`src/rtl/imem_loader.sv`:
```
// Boot loader for the instruction memory: streams a length-prefixed, XOR-checked
// image into imem from the reset vector upward, then hands the port to fetch.
module imem_loader #(
    parameter int          ADDR_WIDTH = 8,
    parameter int unsigned BASE_WORD  = 32'h10
) (
    input  logic                  clk,
    input  logic                  rst_n,
    input  logic [7:0]            i_rx_data,
    input  logic                  i_rx_valid,
    output logic                  o_rx_ready,
    input  logic                  i_reload,
    input  logic [ADDR_WIDTH-1:0] i_fetch_addr,
    input  logic                  i_fetch_read,
    output logic [ADDR_WIDTH-1:0] o_mem_addr,
    output logic                  o_mem_read,
    output logic                  o_mem_we,
    output logic [31:0]           o_mem_wdata,
    output logic                  o_core_hold,
    output logic                  o_load_done,
    output logic                  o_load_error
);
    localparam logic [ADDR_WIDTH-1:0] LP_BASE = ADDR_WIDTH'(BASE_WORD);

    typedef enum logic [2:0] {S_LEN0, S_LEN1, S_DATA, S_CSUM, S_RUN, S_ERROR} state_t;

    state_t                  r_state, w_state_nxt;
    logic [15:0]             r_len, r_word_idx;
    logic [7:0]              r_csum;
    logic [1:0]              r_byte_idx;
    logic [23:0]             r_asm;
    logic                    r_we, r_done;
    logic [31:0]             r_wdata;
    logic [ADDR_WIDTH-1:0]   r_waddr;

    logic                    w_accept;
    logic [15:0]             w_word_inc;
    logic [ADDR_WIDTH-1:0]   w_wr_addr;

    assign w_accept   = i_rx_valid && o_rx_ready;
    assign w_word_inc = r_word_idx + 16'd1;
    // Modulo-2^ADDR_WIDTH: oversized images overwrite from the wrap point.
    assign w_wr_addr  = LP_BASE + ADDR_WIDTH'(r_word_idx);

    always_ff @(posedge clk or negedge rst_n) begin
        if (!rst_n) r_state <= S_LEN0;
        else        r_state <= w_state_nxt;
    end

    always_comb begin
        w_state_nxt  = r_state;
        o_rx_ready   = 1'b0;
        o_core_hold  = 1'b1;
        o_mem_read   = 1'b0;
        o_load_error = 1'b0;
        // The pending write keeps its own address; word_idx has already advanced.
        o_mem_addr   = r_we ? r_waddr : w_wr_addr;
        case (r_state)
            S_LEN0: begin
                o_rx_ready = 1'b1;
                if (w_accept) w_state_nxt = S_LEN1;
            end
            S_LEN1: begin
                o_rx_ready = 1'b1;
                if (w_accept) w_state_nxt = ({i_rx_data, r_len[7:0]} != 16'd0) ? S_DATA : S_CSUM;
            end
            S_DATA: begin
                o_rx_ready = 1'b1;
                if (w_accept && r_byte_idx == 2'd3 && w_word_inc == r_len) w_state_nxt = S_CSUM;
            end
            S_CSUM: begin
                o_rx_ready = 1'b1;
                if (w_accept) w_state_nxt = (i_rx_data == r_csum) ? S_RUN : S_ERROR;
            end
            S_RUN: begin
                o_core_hold = 1'b0;
                o_mem_read  = i_fetch_read;
                o_mem_addr  = i_fetch_addr;
                if (i_reload) w_state_nxt = S_LEN0;
            end
            S_ERROR: begin
                o_load_error = 1'b1;
                if (i_reload) w_state_nxt = S_LEN0;
            end
            default: w_state_nxt = S_LEN0;
        endcase
    end

    always_ff @(posedge clk or negedge rst_n) begin
        if (!rst_n) begin
            r_len      <= '0;
            r_word_idx <= '0;
            r_csum     <= '0;
            r_byte_idx <= '0;
            r_asm      <= '0;
            r_we       <= 1'b0;
            r_wdata    <= '0;
            r_waddr    <= '0;
            r_done     <= 1'b0;
        end else begin
            r_we   <= 1'b0;
            r_done <= (r_state != S_RUN) && (w_state_nxt == S_RUN);
            case (r_state)
                S_LEN0: if (w_accept) r_len[7:0]  <= i_rx_data;
                S_LEN1: if (w_accept) r_len[15:8] <= i_rx_data;
                S_DATA: if (w_accept) begin
                    r_csum     <= r_csum ^ i_rx_data;
                    r_byte_idx <= r_byte_idx + 2'd1;
                    if (r_byte_idx == 2'd3) begin
                        r_we       <= 1'b1;
                        r_wdata    <= {i_rx_data, r_asm};
                        r_waddr    <= w_wr_addr;
                        r_word_idx <= w_word_inc;
                    end else begin
                        r_asm[r_byte_idx*8 +: 8] <= i_rx_data;
                    end
                end
                S_RUN, S_ERROR: if (i_reload) begin
                    r_len      <= '0;
                    r_csum     <= '0;
                    r_byte_idx <= '0;
                    r_word_idx <= '0;
                end
                default: ;
            endcase
        end
    end

    assign o_mem_we    = r_we;
    assign o_mem_wdata = r_wdata;
    assign o_load_done = r_done;
endmodule

```
`config.mk`:
```
export PLATFORM = sky130hd
export DESIGN_NAME = imem_loader
export DESIGN_NICKNAME = d
export VERILOG_FILES = /design/src/rtl/imem_loader.sv
export SDC_FILE = /design/constraint.sdc
export NUM_CORES = 1
export LEC_CHECK = 0
export BUFFER_PORTS_ARGS = -buffer_cell sky130_fd_sc_hd__buf_2
export CAP_MARGIN = 5
export CORE_UTILIZATION = 30
export CTS_BUF_LIST = sky130_fd_sc_hd__clkbuf_16
export DETAILED_ROUTE_END_ITERATION = 16
export PLACE_DENSITY = 0.51
export SKIP_CTS_REPAIR_TIMING = 1
export SLEW_MARGIN = 20
export SYNTH_ARGS = -nofsm -noshare
export SYNTH_HDL_FRONTEND = slang
export SYNTH_SLANG_ARGS = --single-unit
```
`constraint.sdc`:
```
create_clock -name clk -period 2.45 [get_ports clk]
set_input_delay 0.245 -clock clk [delete_from_list [all_inputs] [get_ports clk]]
set_output_delay 0.245 -clock clk [all_outputs]
set_load 0.1 [all_outputs]
```
### Word level (Yosys, flattened, before mapping)

Cells that the tools add are included.

| storage, ports and cells | value |
|---|---|
| register bits | 111 |
| input port bits | 21 |
| output and inout bits | 46 |
| word-level logic and storage cells | 82 |

| cells by class | value |
|---|---|
| $add $sub $neg | 4 |
| equality and inequality tests | 15 |
| shift-type cells | 2 |
| mux-type cells | 31 |
| bitwise gates (word level) | 2 |
| reduce and logical (&&, ||, !) cells | 17 |

Operators with widths:

| kind | number |
|---|---|
| $mux 16 | 3 |
| $pmux 8 s2 | 3 |
| $mux 8 | 5 |
| $neg 5->34 | 1 |
| $shift 8x34->24 const A | 1 |
| $shiftx 8x34->24 | 1 |
| $pmux 16 s2 | 1 |
| $bwmux 24 | 1 |
| $add 16x1->16 const B | 1 |
| $eq 16x16->1 | 1 |
| $reduce_bool 16->1 | 1 |
| $mux 3 | 5 |
| $pmux 3 s5 | 1 |
| $reduce_and 3->1 | 5 |
| $eq 3x3->1 const B | 3 |
| $mux 1 | 9 |
| $add 5x8->8 const A | 1 |
| $eq 8x8->1 | 1 |
| $ne 2x2->1 const B | 4 |
| $xor 8x8->8 | 1 |
| $eq 3x2->1 const B | 2 |
| $reduce_bool 2->1 | 3 |
| $logic_and 1x1->1 | 4 |
| $mux 2 | 2 |
| 11 further kinds | 11 |

### Depth between registers and ports, before layout

| depth | value |
|---|---|
| depth in word-level cells | 10 |
| depth in mapped cells | 8 |
| gate-level depth less buffers | 7 |

### Worst setup path after synthesis

Ideal clock, no wire load.

| timing path | value |
|---|---|
| path type | register to output |
| start | reg r_we, in the netlist o_mem_we |
| end | out o_mem_addr[0] |
| arrival time | 3,590 ps |
| required time | 2,205 ps |
| slack | -1,385 ps |
| cell stages (with the launch flop) | 4 |
| path buffers | 1 |
| path through | dfrtp_1 -> buf_1 -> mux2i_1 -> o21ai_0 |

| between the ends | value |
|---|---|
| word-level cells in the longest chain between the ends | 2 |

Ends and longest elaborated chain:

| item | RTL line | text |
|---|---|---|
| from (decl) | 32 | `logic r_we, r_done;` |
| from (signal assigned) | 96 | `r_we <= 1'b0;` |
| from (signal assigned) | 101 | `r_we <= 1'b0;` |
| from (signal assigned) | 110 | `r_we <= 1'b1;` |
| $mux 8 | 57 | `o_mem_addr = r_we ? r_waddr : w_wr_addr;` |
| $mux 8 | 58 | `case (r_state)` |
| to (decl) | 15 | `output logic [ADDR_WIDTH-1:0] o_mem_addr,` |

Every way passes these cells.

### Worst setup path in the final report

| timing path | value |
|---|---|
| start | reg r_state[1] |
| end | out o_mem_addr[5] |

| between the ends | value |
|---|---|
| word-level cells in the longest chain between the ends | 2 |

Ends and longest elaborated chain:

| item | RTL line | text |
|---|---|---|
| from (decl) | 27 | `state_t r_state, w_state_nxt;` |
| from (signal assigned) | 47 | `else r_state <= w_state_nxt;` |
| $eq 3x3->1 | 58 |  |
| $mux 8 | 58 |  |

Every way passes these cells.

==> flow_summary_export.csv <==
group,metric,value,unit
status,status,"finished, final reports clean",
critical_path,critPathKind,"reg2out",
floorplan,die_y,137.1,µm
final_layout,synthToLayoutAreaGrowth,21.80,%
global_route,grt_max_degree,48,
placed_design,dpl.hpwl,9953,µm
critical_path,slowest_stage,"dfrtp_1",
sta,hold_ws,222.7,ps
synthesis,synth-seq-cells,111,
critical_path,path_max_fanout,11,
final_layout,final_util,37.26,%
sta,worst_slew_pin_slew,615.0,ps
synthesis,synth_cells,644,
sta,finalHoldViolations,0,
pwr,peakVddDrop,0.6416,mV
placed_design,gp_congestion,0.8483,
final_layout,layout-drive-gt1-share,17.49,%
cts,insertion_delay,360,ps
detailed_routing,drt_iter0_drc,342,
critical_path,crit_buf_inv,2,
cts,cts.sinks,111,
synthesis,async_flop_share,100.0,%
detailed_routing,first_pass_iters,5,
critical_path,worstSetupEndpointType,"output pin",
synthesis,yosys-top-cells-count,"nand2_1, dfrtp_1, o21ai_0",
global_route,grt_pass1_vias,4382,
cts,ctsRootBufferMaster,"clkbuf_16",
synthesis,synth.distinct_cells,47,
synthesis,avgSynthCellArea,8.504,µm²
floorplan,num_io_pins,67,
sta,finalSetupViolations,0,
min_path,hp-class,"in2reg",
cts,numCtsBuffers,9,
synthesis,synth_most_common_cell,"nand2_1",
sta,slew_headroom,59.00,%
floorplan,rows,49,
floorplan,fp.coreArea,0.01790,mm²
floorplan,initial_utilization,30.59,%
detailed_routing,avgViaCountPerCell,4.859,
flow_run,cap_violations,0,
final_layout,antennaDiodeCount,0,
synthesis,synth_ff_type,"dfrtp_1",
cts,htree_levels,3,
sta,fin_tns_setup,0,ps
critical_path,cpPeakStageDelay,480,ps
critical_path,cp_cell_sequence,"nand2b_2 -> nor2_2 -> buf_4 -> nand2_1 -> o21ai_4 -> buf_12",
synthesis,synthTopCellsByArea,"dfrtp_1, nand2_1, o21ai_0",
floorplan,die_w,137.1,µm
synthesis,syn_area,0.005477,mm²
sta,rsz0062_at_grt,"no",
critical_path,critical_path_arrival,2080,ps
synthesis,synth_edf_count,0,
synthesis,synth_top_area_cell,"dfrtp_1",
global_route,overflow,0,
synthesis,seq_area_frac_synth,50.72,%
final_layout,fillerInstances,1864,
critical_path,critical_path_required,2200,ps
synthesis,synth_top_area_share,50.72,%
global_route,grt_util_all_layers,15.69,%
final_layout,final_nets,732,
pwr,p_leak,3.226,nW
cts,clock_path_buffers,2,
detailed_routing,vias,4558,
sta,fin_crit_sh,94.72,%
critical_path,critPathTopFamily,"simple AND/OR/NAND/NOR gates",
detailed_routing,drt-total-wl,14020,µm
global_route,grt_pass1_wl,22730,µm
synthesis,syn_nets,672,
detailed_routing,drcViolationCount,0,
sta,fmax,430.9,MHz
sta,fin_crit,2321,ps
sta,finClkSkew,7.259,ps
sta,maxSlewViolCount,0,
placed_design,io_buffer_count,66,
floorplan,dieArea,0.01880,mm²
detailed_routing,antenna_left,0,
pwr,power.density,1182,mW/mm²
pwr,fin_total_pwr,7.887,mW
detailed_routing,wl_per_cell,14.95,µm
cts,cts_tree,"done",
global_route,antenna_found_initial,0,
cts,clk_pin_slew,80,ps
critical_path,cp-start-kind,"flop",
synthesis,yosys_warnings,0,
==> power breakdown <==
part | total (mW) | leakage [nW] | internal, mW | switching, mW
clock | 1.41 | 0.138 | 0.704 | 0.707
sequential | 2.84 | 1.49 | 2.39 | 0.448
combinational | 3.64 | 1.60 | 1.04 | 2.60
total | 7.89 | 3.23 | 4.13 | 3.75
==> layer usage <==
layer  vias to the layer above  GRT usage, %  share of wire [%]  wire, µm
met5                         -             0                  0         0
met4                         0         4.029                1.0       146
met3                        14         3.037                2.9       413
met2                        89         25.76                 48      6688
met1                      2194         21.05                 48      6771
li1                       2261             -                  -         -
==> path summary, 6_finish.rpt <==
path / startpoint / endpoint / slack, ps / depth (start not counted)
max in group asynchronous: rst_n / o_mem_wdata[14] / 1390 / 3
min reg2reg: o_mem_wdata[6] / o_mem_wdata[6] / 470 / 2
min in group asynchronous: rst_n / r_word_idx[13] / 430 / 2
max: r_state[1] / o_mem_addr[5] / 130 / 6
max reg2reg: r_word_idx[1] / r_state[0] / 180 / 7
min: i_rx_data[0] / o_mem_wdata[24] / 220 / 3
==> per-stage QoR <==
stage                     setup slack (ps)  instance area (µm²)  std cells
after floorplan                      27.56                 5572        644
after global placement               198.9                 6379        921
after detailed placement             157.5                 6379        921
after CTS                            29.49                 6658        937
after global routing                 1.152                 6670        938
final                                129.4                 6670        938
==> cells by family after synthesis <==
group	Yosys count	synth area share, %
AOI/OAI and AO/OA	129	13.23
xor gates and xnor gates	30	4.798
adders and majority gates	7	1.599
buffers and inverters	51	3.793
DFF	111	50.72
muxes	8	1.462
and+or+nand+nor	308	24.40
==> sequential cells by signal, summed over array words and instances, names as in the netlist <==
name         cells
o_load_done      1
o_mem_wdata     32
o_mem_we         1
r_asm           24
r_byte_idx       2
r_csum           8
r_len           16
r_state          3
r_waddr          8
r_word_idx      16
==> worst reg2reg max path: stages, from the launching register on <==
cell     delay (ps)
dfrtp_1         440
ha_1            200
and4_1          220
and2_4          190
nand2_4          70
a32o_1          250
or4_4           510
o41ai_2         320
==> cell usage in the layout, fill, tap and decap left out, types with 2 or more instances in the layout <==
| cell | instances |
|---|---|
| nand3_1 | 11 |
| and4_1 | 3 |
| xnor2_1 | 14 |
| clkinv_1 | 2 |
| nand2b_1 | 2 |
| a21oi_4 | 3 |
| o21ai_0 | 83 |
| inv_6 | 3 |
| ha_1 | 7 |
| a31oi_1 | 5 |
| nand2_1 | 227 |
| o21ai_4 | 5 |
| buf_4 | 23 |
| and2_1 | 5 |
| clkinv_4 | 2 |
| clkbuf_16 | 9 |
| nor2_1 | 17 |
| nor3b_1 | 4 |
| nand4_1 | 5 |
| dfrtp_1 | 111 |
| a21oi_1 | 13 |
| mux2i_1 | 8 |
| xor2_1 | 16 |
| inv_1 | 7 |
| o31ai_1 | 9 |
| nor4_1 | 8 |
| nor2b_1 | 4 |
| o32ai_1 | 2 |
| and3_1 | 6 |
| buf_12 | 12 |
| nor3_1 | 3 |
| buf_2 | 56 |
==> final cells by class <==
cell class                 instances  area (µm²)  area share, %
timing repair buffer              92       703.2          10.54
multi-input combinational        482        2589          38.81
tap                              229       286.5          4.296
inverter                           8       35.03         0.5252
sequential                       111        2778          41.64
clock inverter                     7       53.80         0.8066
clock buffer                       9       225.2          3.376
No activity file was read; power rests on OpenSTA's default activity.
